--- config.mk ---
export PLATFORM = sky130hd
export DESIGN_NAME = mem_stream_reader
export DESIGN_NICKNAME = d
export VERILOG_FILES = /design/src/rtl/mem_stream_reader.sv
export SDC_FILE = /design/constraint.sdc
export NUM_CORES = 1
export LEC_CHECK = 0
export CAP_MARGIN = 0
export CORE_ASPECT_RATIO = 1.75
export CORE_UTILIZATION = 30
export CTS_CLUSTER_SIZE = 24
export DETAILED_ROUTE_END_ITERATION = 7
export PLACE_DENSITY = 0.52
export SLEW_MARGIN = 0
export SYNTH_ARGS = -nofsm -noshare
export SYNTH_HDL_FRONTEND = slang
export SYNTH_SLANG_ARGS = --single-unit
--- constraint.sdc ---
create_clock -name clk -period 5.19 [get_ports clk]
set_input_delay 0.7785 -clock clk [delete_from_list [all_inputs] [get_ports clk]]
set_output_delay 0.7785 -clock clk [all_outputs]
set_load 0.005 [all_outputs]
--- src/rtl/mem_stream_reader.sv ---
`default_nettype none
// ============================================================================
// Module      : mem_stream_reader
// Description : Burst reader. Fetches 'length' words from a 1-cycle-latency
//               memory port and streams them out over a valid/ready handshake.
// Revision    : 1.0 - initial release
// ============================================================================
module mem_stream_reader #(
  parameter int DATA_WIDTH = 24,
  parameter int ADDR_WIDTH = 24
) (
  input  logic                  clk,
  input  logic                  rst,
  input  logic                  start,
  input  logic [ADDR_WIDTH-1:0] base_addr,
  input  logic [ADDR_WIDTH-1:0] length,
  output logic [ADDR_WIDTH-1:0] mem_a,
  output logic                  mem_we,
  input  logic [DATA_WIDTH-1:0] mem_rd,
  output logic [DATA_WIDTH-1:0] out_data,
  output logic                  out_valid,
  input  logic                  out_ready,
  output logic                  busy,
  output logic                  done
);

  localparam logic [ADDR_WIDTH-1:0] c_one = {{(ADDR_WIDTH-1){1'b0}}, 1'b1};

  typedef enum logic [2:0] {
    S_IDLE = 3'd0,
    S_REQ  = 3'd1,
    S_CAPT = 3'd2,
    S_SEND = 3'd3,
    S_DONE = 3'd4
  } state_t;

  state_t                r_state;
  logic [ADDR_WIDTH-1:0] r_base;
  logic [ADDR_WIDTH-1:0] r_len;
  logic [ADDR_WIDTH-1:0] r_idx;
  logic                  w_last;

  assign mem_we = 1'b0;
  assign w_last = (r_idx == (r_len - c_one));

  always_ff @(posedge clk or posedge rst) begin
    if (rst) begin
      r_state   <= S_IDLE;
      r_base    <= '0;
      r_len     <= '0;
      r_idx     <= '0;
      mem_a     <= '0;
      out_data  <= '0;
      out_valid <= 1'b0;
      busy      <= 1'b0;
      done      <= 1'b0;
    end else begin
      case (r_state)
        S_IDLE: begin
          if (start) begin
            busy <= 1'b1;
            if (length != '0) begin
              r_base  <= base_addr;
              r_len   <= length;
              r_idx   <= '0;
              mem_a   <= base_addr;
              r_state <= S_REQ;
            end else begin
              // Empty burst: skip memory entirely, just pulse done.
              done    <= 1'b1;
              r_state <= S_DONE;
            end
          end
        end
        S_REQ: begin
          r_state <= S_CAPT;
        end
        S_CAPT: begin
          out_data  <= mem_rd;
          out_valid <= 1'b1;
          r_state   <= S_SEND;
        end
        S_SEND: begin
          if (out_ready) begin
            out_valid <= 1'b0;
            if (w_last) begin
              done    <= 1'b1;
              r_state <= S_DONE;
            end else begin
              // Address wraps naturally at 2^ADDR_WIDTH.
              r_idx   <= r_idx + c_one;
              mem_a   <= r_base + r_idx + c_one;
              r_state <= S_REQ;
            end
          end
        end
        S_DONE: begin
          done    <= 1'b0;
          busy    <= 1'b0;
          r_state <= S_IDLE;
        end
        default: begin
          out_valid <= 1'b0;
          done      <= 1'b0;
          busy      <= 1'b0;
          r_state   <= S_IDLE;
        end
      endcase
    end
  end

endmodule
`default_nettype wire
After elaboration in Yosys (flattened, before gate mapping)
Index checks and enable logic that the tools add are counted.
{ "op_classes": {"n_addsub": 4, "n_eq_ne": 11, "muxes": 24, "n_bitwise": 3, "reduce_logical": 12} }
{ "ops": {"columns": ["operator", "n"], "rows": [
  ["$mux W24", 8],
  ["$pmux W24 S2", 2],
  ["$add A24 B1 Y24 const B", 2],
  ["$add A24 B24 Y24", 1],
  ["$eq A24 B24 Y1", 1],
  ["$reduce_bool A24 Y1", 1],
  ["$sub A24 B1 Y24 const B", 1],
  ["$mux W3", 4],
  ["$ne A2 B2 Y1 const B", 6],
  ["$pmux W3 S4", 1],
  ["$reduce_and A5 Y1", 2],
  ["$eq A3 B2 Y1 const B", 2],
  ["$mux W1", 6],
  ["$pmux W1 S3", 2],
  ["$reduce_and A2 Y1", 3],
  ["$reduce_or A3 Y1", 2],
  ["$eq A3 B1 Y1 const B", 1],
  ["$eq A3 B3 Y1 const B", 1],
  ["$logic_not A3 Y1", 1],
  ["$not A1 Y1", 3],
  ["$reduce_and A3 Y1", 1],
  ["$pmux W1 S2", 1],
  ["$reduce_bool A2 Y1", 1],
  ["$reduce_or A2 Y1", 1]
]} }
{ "totals": {"regBits": 126, "inputBits": 76, "out_inout_bits": 52, "wordCells": 63} }

Depth between registers and ports, before layout
{ "logic_depth": {"depth_word": 5, "depth_mapped": 14, "depth_no_buf": 13} }

Worst setup path after synthesis
No wires, ideal clock.
{ "synth_timing": {"path_kind": "register -> register", "from": "register r_len[0]", "to": "register r_idx[10]", "setup_ns": 0.078, "arrival_time_ns": 3.054, "required_time_ns": 5.112, "path_slack_ns": 2.058, "path_stages_with_launch": 14, "path_buffers": 2, "synth_period_minus_slack_ns": 3.132, "cell_sequence": "dfrtp_1 > inv_1 > ha_1 > or4b_4 > buf_6 > nor4_2 > mux2_2 > mux2i_1 > nor4_2 > nand4_2 > nand2_2 > buf_6 > or4_1 > a21oi_1"} }
{ "synth_via": {"elab_chain_cells": 4} }
{ "synth_rtl": {"columns": ["item", "line", "rtl"], "rows": [
  ["start: declaration", "39", "logic [ADDR_WIDTH-1:0] r_len;"],
  ["start signal: assignment", "64", "r_len <= length;"],
  ["$sub A24 B1 Y24", "44", "assign w_last = (r_idx == (r_len - c_one));"],
  ["$eq A24 B24 Y1", "44", null],
  ["$ne A2 B2 Y1 (no source line)", null, null],
  ["$reduce_and A5 Y1 (no source line)", null, null],
  ["end signal: assignment", "91", "r_idx <= r_idx + c_one;"],
  ["end: declaration", "40", "logic [ADDR_WIDTH-1:0] r_idx;"]
]} }
No other way between the ends.
A chain may end at the register's enable or synchronous reset.

Final worst setup path
{ "layout_timing": {"from": "register r_len[0]", "to": "register r_idx[6]"} }
The elaborated chain is that of the path after synthesis.

==> flow_summary_export.csv <==
group,metric,value,unit
final_layout,synthToLayoutAreaGrowth,30.1,%
routing,ant_nets,0,
power_and_ir_drop,leakage,3.90,nW
final_layout,drive_gt1_share,15.5,%
timing,finalHoldWorstSlack,473,ps
logic_synthesis,yosysWarnings,0,
cts,postCtsSetupBuffers,0,
routing,finalWirelength,19700,µm
timing,finalSetupViolCount,0,
logic_synthesis,synthArstFlopShare,100,%
logic_synthesis,avgSynthCellArea,10.0,µm²
worst_setup_path,crit_path_start_kind,"register",
timing,tightestPinTransition,1140,ps
cts,clk_pin_slew,60,ps
routing,via_per_inst,5.00,
final_layout,nets,953,
timing,max_freq,282,MHz
timing,slew_violations,0,
logic_synthesis,syn-cell-area,0.00733,mm²
final_layout,diodes,0,
routing,drt_iter0_drc,160,
timing,slew_headroom,23.5,%
worst_setup_path,end_kind,"register",
floorplanning,dieArea,0.0251,mm²
logic_synthesis,synth_edf_count,0,
status,outcome,"finished, final reports clean",
final_layout,nFillCells,2422,
floorplanning,ios,128,
cts,post_cts_resized,0,
worst_setup_path,cp_slowest_stage_delay,570,ps
worst_setup_path,criticalPathCategory,"register to register",
worst_hold_path,min_path_cells,2,
timing,hold_viol,0,
worst_hold_path,hold_path_class,"register to register",
final_layout,multi_input_area,0.00395,mm²
floorplanning,die_x,120,µm
place,gp_routability_congestion,0.798,
cts,cts-root-buf,"clkbuf_16",
worst_setup_path,cp_common_cell,"nor4_2",
cts,cts_max_level,4,
worst_setup_path,r2r_setup_slack,1650,ps
final_layout,final_cell_mix,"126 x dfrtp_1, 126 x clkdlybuf4s50_1, 75 x mux2_2, 63 x nand2_1, 55 x a21oi_1",
floorplanning,start_util,30.5,%
routing,routedWlPerCell,16.8,µm
logic_synthesis,yosysSeqAreaShare,43.0,%
power_and_ir_drop,p_per_area,580,mW/mm²
floorplanning,dieHeight,209,µm
timing,clock_skew,11.3,ps
flow_run,cap_violations,0,
worst_hold_path,min-delay-start,"mem_a[13]",
timing,tns,0,ps
power_and_ir_drop,ir_worst_vdd,0.355,mV
global_route,grt_max_degree,86,
logic_synthesis,yosysUniqueCellTypes,68,
worst_setup_path,cp_max_fo,85,
worst_setup_path,crit_chain,"inv_1 -> ha_1 -> or4b_4 -> nor4_2 -> mux2_2 -> mux2i_1 -> nor4_2 -> nand4_2 -> nand2_2 -> buf_12 -> or4_1 -> a21oi_1",
place,io_buffers,126,
worst_hold_path,min_to,"mem_a[13]",
worst_setup_path,r2r_start,"r_len[0]",
place,hpwl,14900,µm
global_route,grtUsageTotal,16.5,%
routing,drt_pass1_iterations,4,
cts,clock_path_buffers,2,
timing,rsz0062_at_grt,"no",
worst_setup_path,path_delay_family,"simple AND/OR/NAND/NOR gates",
timing,fin_crit,3540,ps
worst_setup_path,r2r_end,"r_idx[6]",
cts,tritoncts,"yes",
logic_synthesis,synth_seq_cells,126,
worst_setup_path,crit_arrival,3880,ps
routing,drc,0,
floorplanning,core,0.0240,mm²
global_route,grt_pass1_wl,31800,µm
logic_synthesis,synthesis.instances,733,
global_route,grt-ovfl-total,0,
global_route,grt_pass1_vias,5997,
worst_setup_path,cp.required,5530,ps
logic_synthesis,synth_ff_type,"dfrtp_1",
cts,cts_sinks,126,
timing,fin_crit_sh,68.2,%
routing,vias,5860,
final_layout,seq_area,0.00315,mm²
cts,cts_inserted_buffers,17,
cts,clk-insertion-delay-late,420,ps
floorplanning,core.rowCount,75,
worst_setup_path,cp.buffers_inverters,2,
global_route,antenna_found_initial,0,
cts,cts_hold_buf,0,
worst_setup_path,r2r_cells,12,
worst_setup_path,cp_slowest_cell,"or4b_4",
logic_synthesis,synth_nets,835,
worst min-delay path, stage by stage, from the launching register on:
cell and delay, ps:
dfrtp_1 340, nand2_1 40, o21ai_0 50
cell usage after synthesis, types with 3 or more instances:
library cell | number | area, µm²
o31ai_1 | 7 | 52.6
and3_1 | 9 | 56.3
clkbuf_1 | 20 | 75.1
nor4_1 | 13 | 81.3
nand2_1 | 63 | 236
and2_1 | 3 | 18.8
or2_2 | 5 | 31.3
o21a_1 | 5 | 37.5
o21ai_1 | 17 | 85.1
inv_1 | 16 | 60.1
or4_1 | 12 | 90.1
dfrtp_1 | 126 | 3150
nor4_2 | 3 | 37.5
mux2i_1 | 8 | 80.1
or3_1 | 12 | 75.1
xor2_1 | 18 | 158
xnor2_1 | 34 | 298
a31oi_1 | 3 | 18.8
a21o_1 | 6 | 45.0
nand4_1 | 11 | 68.8
nor2_1 | 46 | 173
ha_1 | 25 | 313
mux2_2 | 75 | 845
nor2b_1 | 5 | 31.3
o311ai_0 | 4 | 35.0
o21ai_0 | 32 | 160
buf_1 | 3 | 11.3
nor3_1 | 16 | 80.1
nand2b_1 | 4 | 25.0
buf_6 | 5 | 56.3
o211ai_1 | 3 | 22.5
a21oi_1 | 55 | 275
buf_4 | 5 | 37.5
nand3_1 | 17 | 85.1
per-stage QoR:
stage                     instances  setup WS, ps  util, %  power (W)  instance area (µm²)
after floorplan                 733          1060        -    0.00339                 7330
after global placement         1140          1450     36.9    0.00421                 8870
after detailed placement       1140          1400     36.9    0.00425                 8870
after CTS                      1172          1630     39.7    0.00562                 9540
after global routing           1172          1280     39.7    0.00593                 9540
final                          1172          1650     39.7    0.00553                 9540
sequential cells by signal, summed over array words and instances, names as in the netlist:
signal / flops
busy: 1
done: 1
mem_a: 24
out_data: 24
out_valid: 1
r_base: 24
r_idx: 24
r_len: 24
r_state: 3
area by class of cell:
type / instances / area share (%)
multi-input combinational: 557 / 41.4
clock inverter: 9 / 1.89
tap: 308 / 4.04
timing repair buffer: 133 / 13.9
clock buffer: 23 / 5.11
inverter: 16 / 0.656
sequential: 126 / 33.0
power breakdown:
group / switching [W] / total (W) / internal (W)
Sequential: 0.000369 / 0.00177 / 0.00140
Combinational: 0.00115 / 0.00242 / 0.00126
Clock: 0.000446 / 0.00135 / 0.000905
how the worst max path moves through the flow:
stage	endpoint	startpoint	depth (start not counted)	slack, ps
5_1_grt	r_idx[6]	r_len[0]	12	1280
3_3_place_gp	r_len[2]	length[1]	8	1450
6_report	r_idx[6]	r_len[0]	12	1650
4_1_cts	r_idx[20]	r_len[0]	12	1630
2_1_floorplan	busy	rst	1	1060
3_5_place_dp	r_len[12]	length[1]	8	1400
metal layers:
| layer | share of wire, % | GRT usage [%] | vias up |
|---|---|---|---|
| met5 | 0 | 0 | - |
| met4 | 1.9 | 6.51 | 0 |
| met3 | 2.7 | 3.08 | 26 |
| met2 | 58 | 31.9 | 102 |
| met1 | 38 | 16.8 | 2825 |
| li1 | - | - | 2907 |
kinds of logic (layout without fill, tap and decap cells):
| group | count (synthesis) | after routing | share of synthesized area, % |
|---|---|---|---|
| adders and majority gates | 26 | 26 | 4.54 |
| AOI/OAI and AO/OA | 158 | 158 | 13.1 |
| xor gates and xnor gates | 52 | 52 | 6.21 |
| DFF | 126 | 126 | 43.0 |
| and+or+nand+nor | 237 | 237 | 17.2 |
| buffers and inverters | 50 | 181 | 3.34 |
| other | 1 | 1 | 0.0511 |
| muxes | 83 | 83 | 12.6 |
Power figures use the tool's default switching activity.
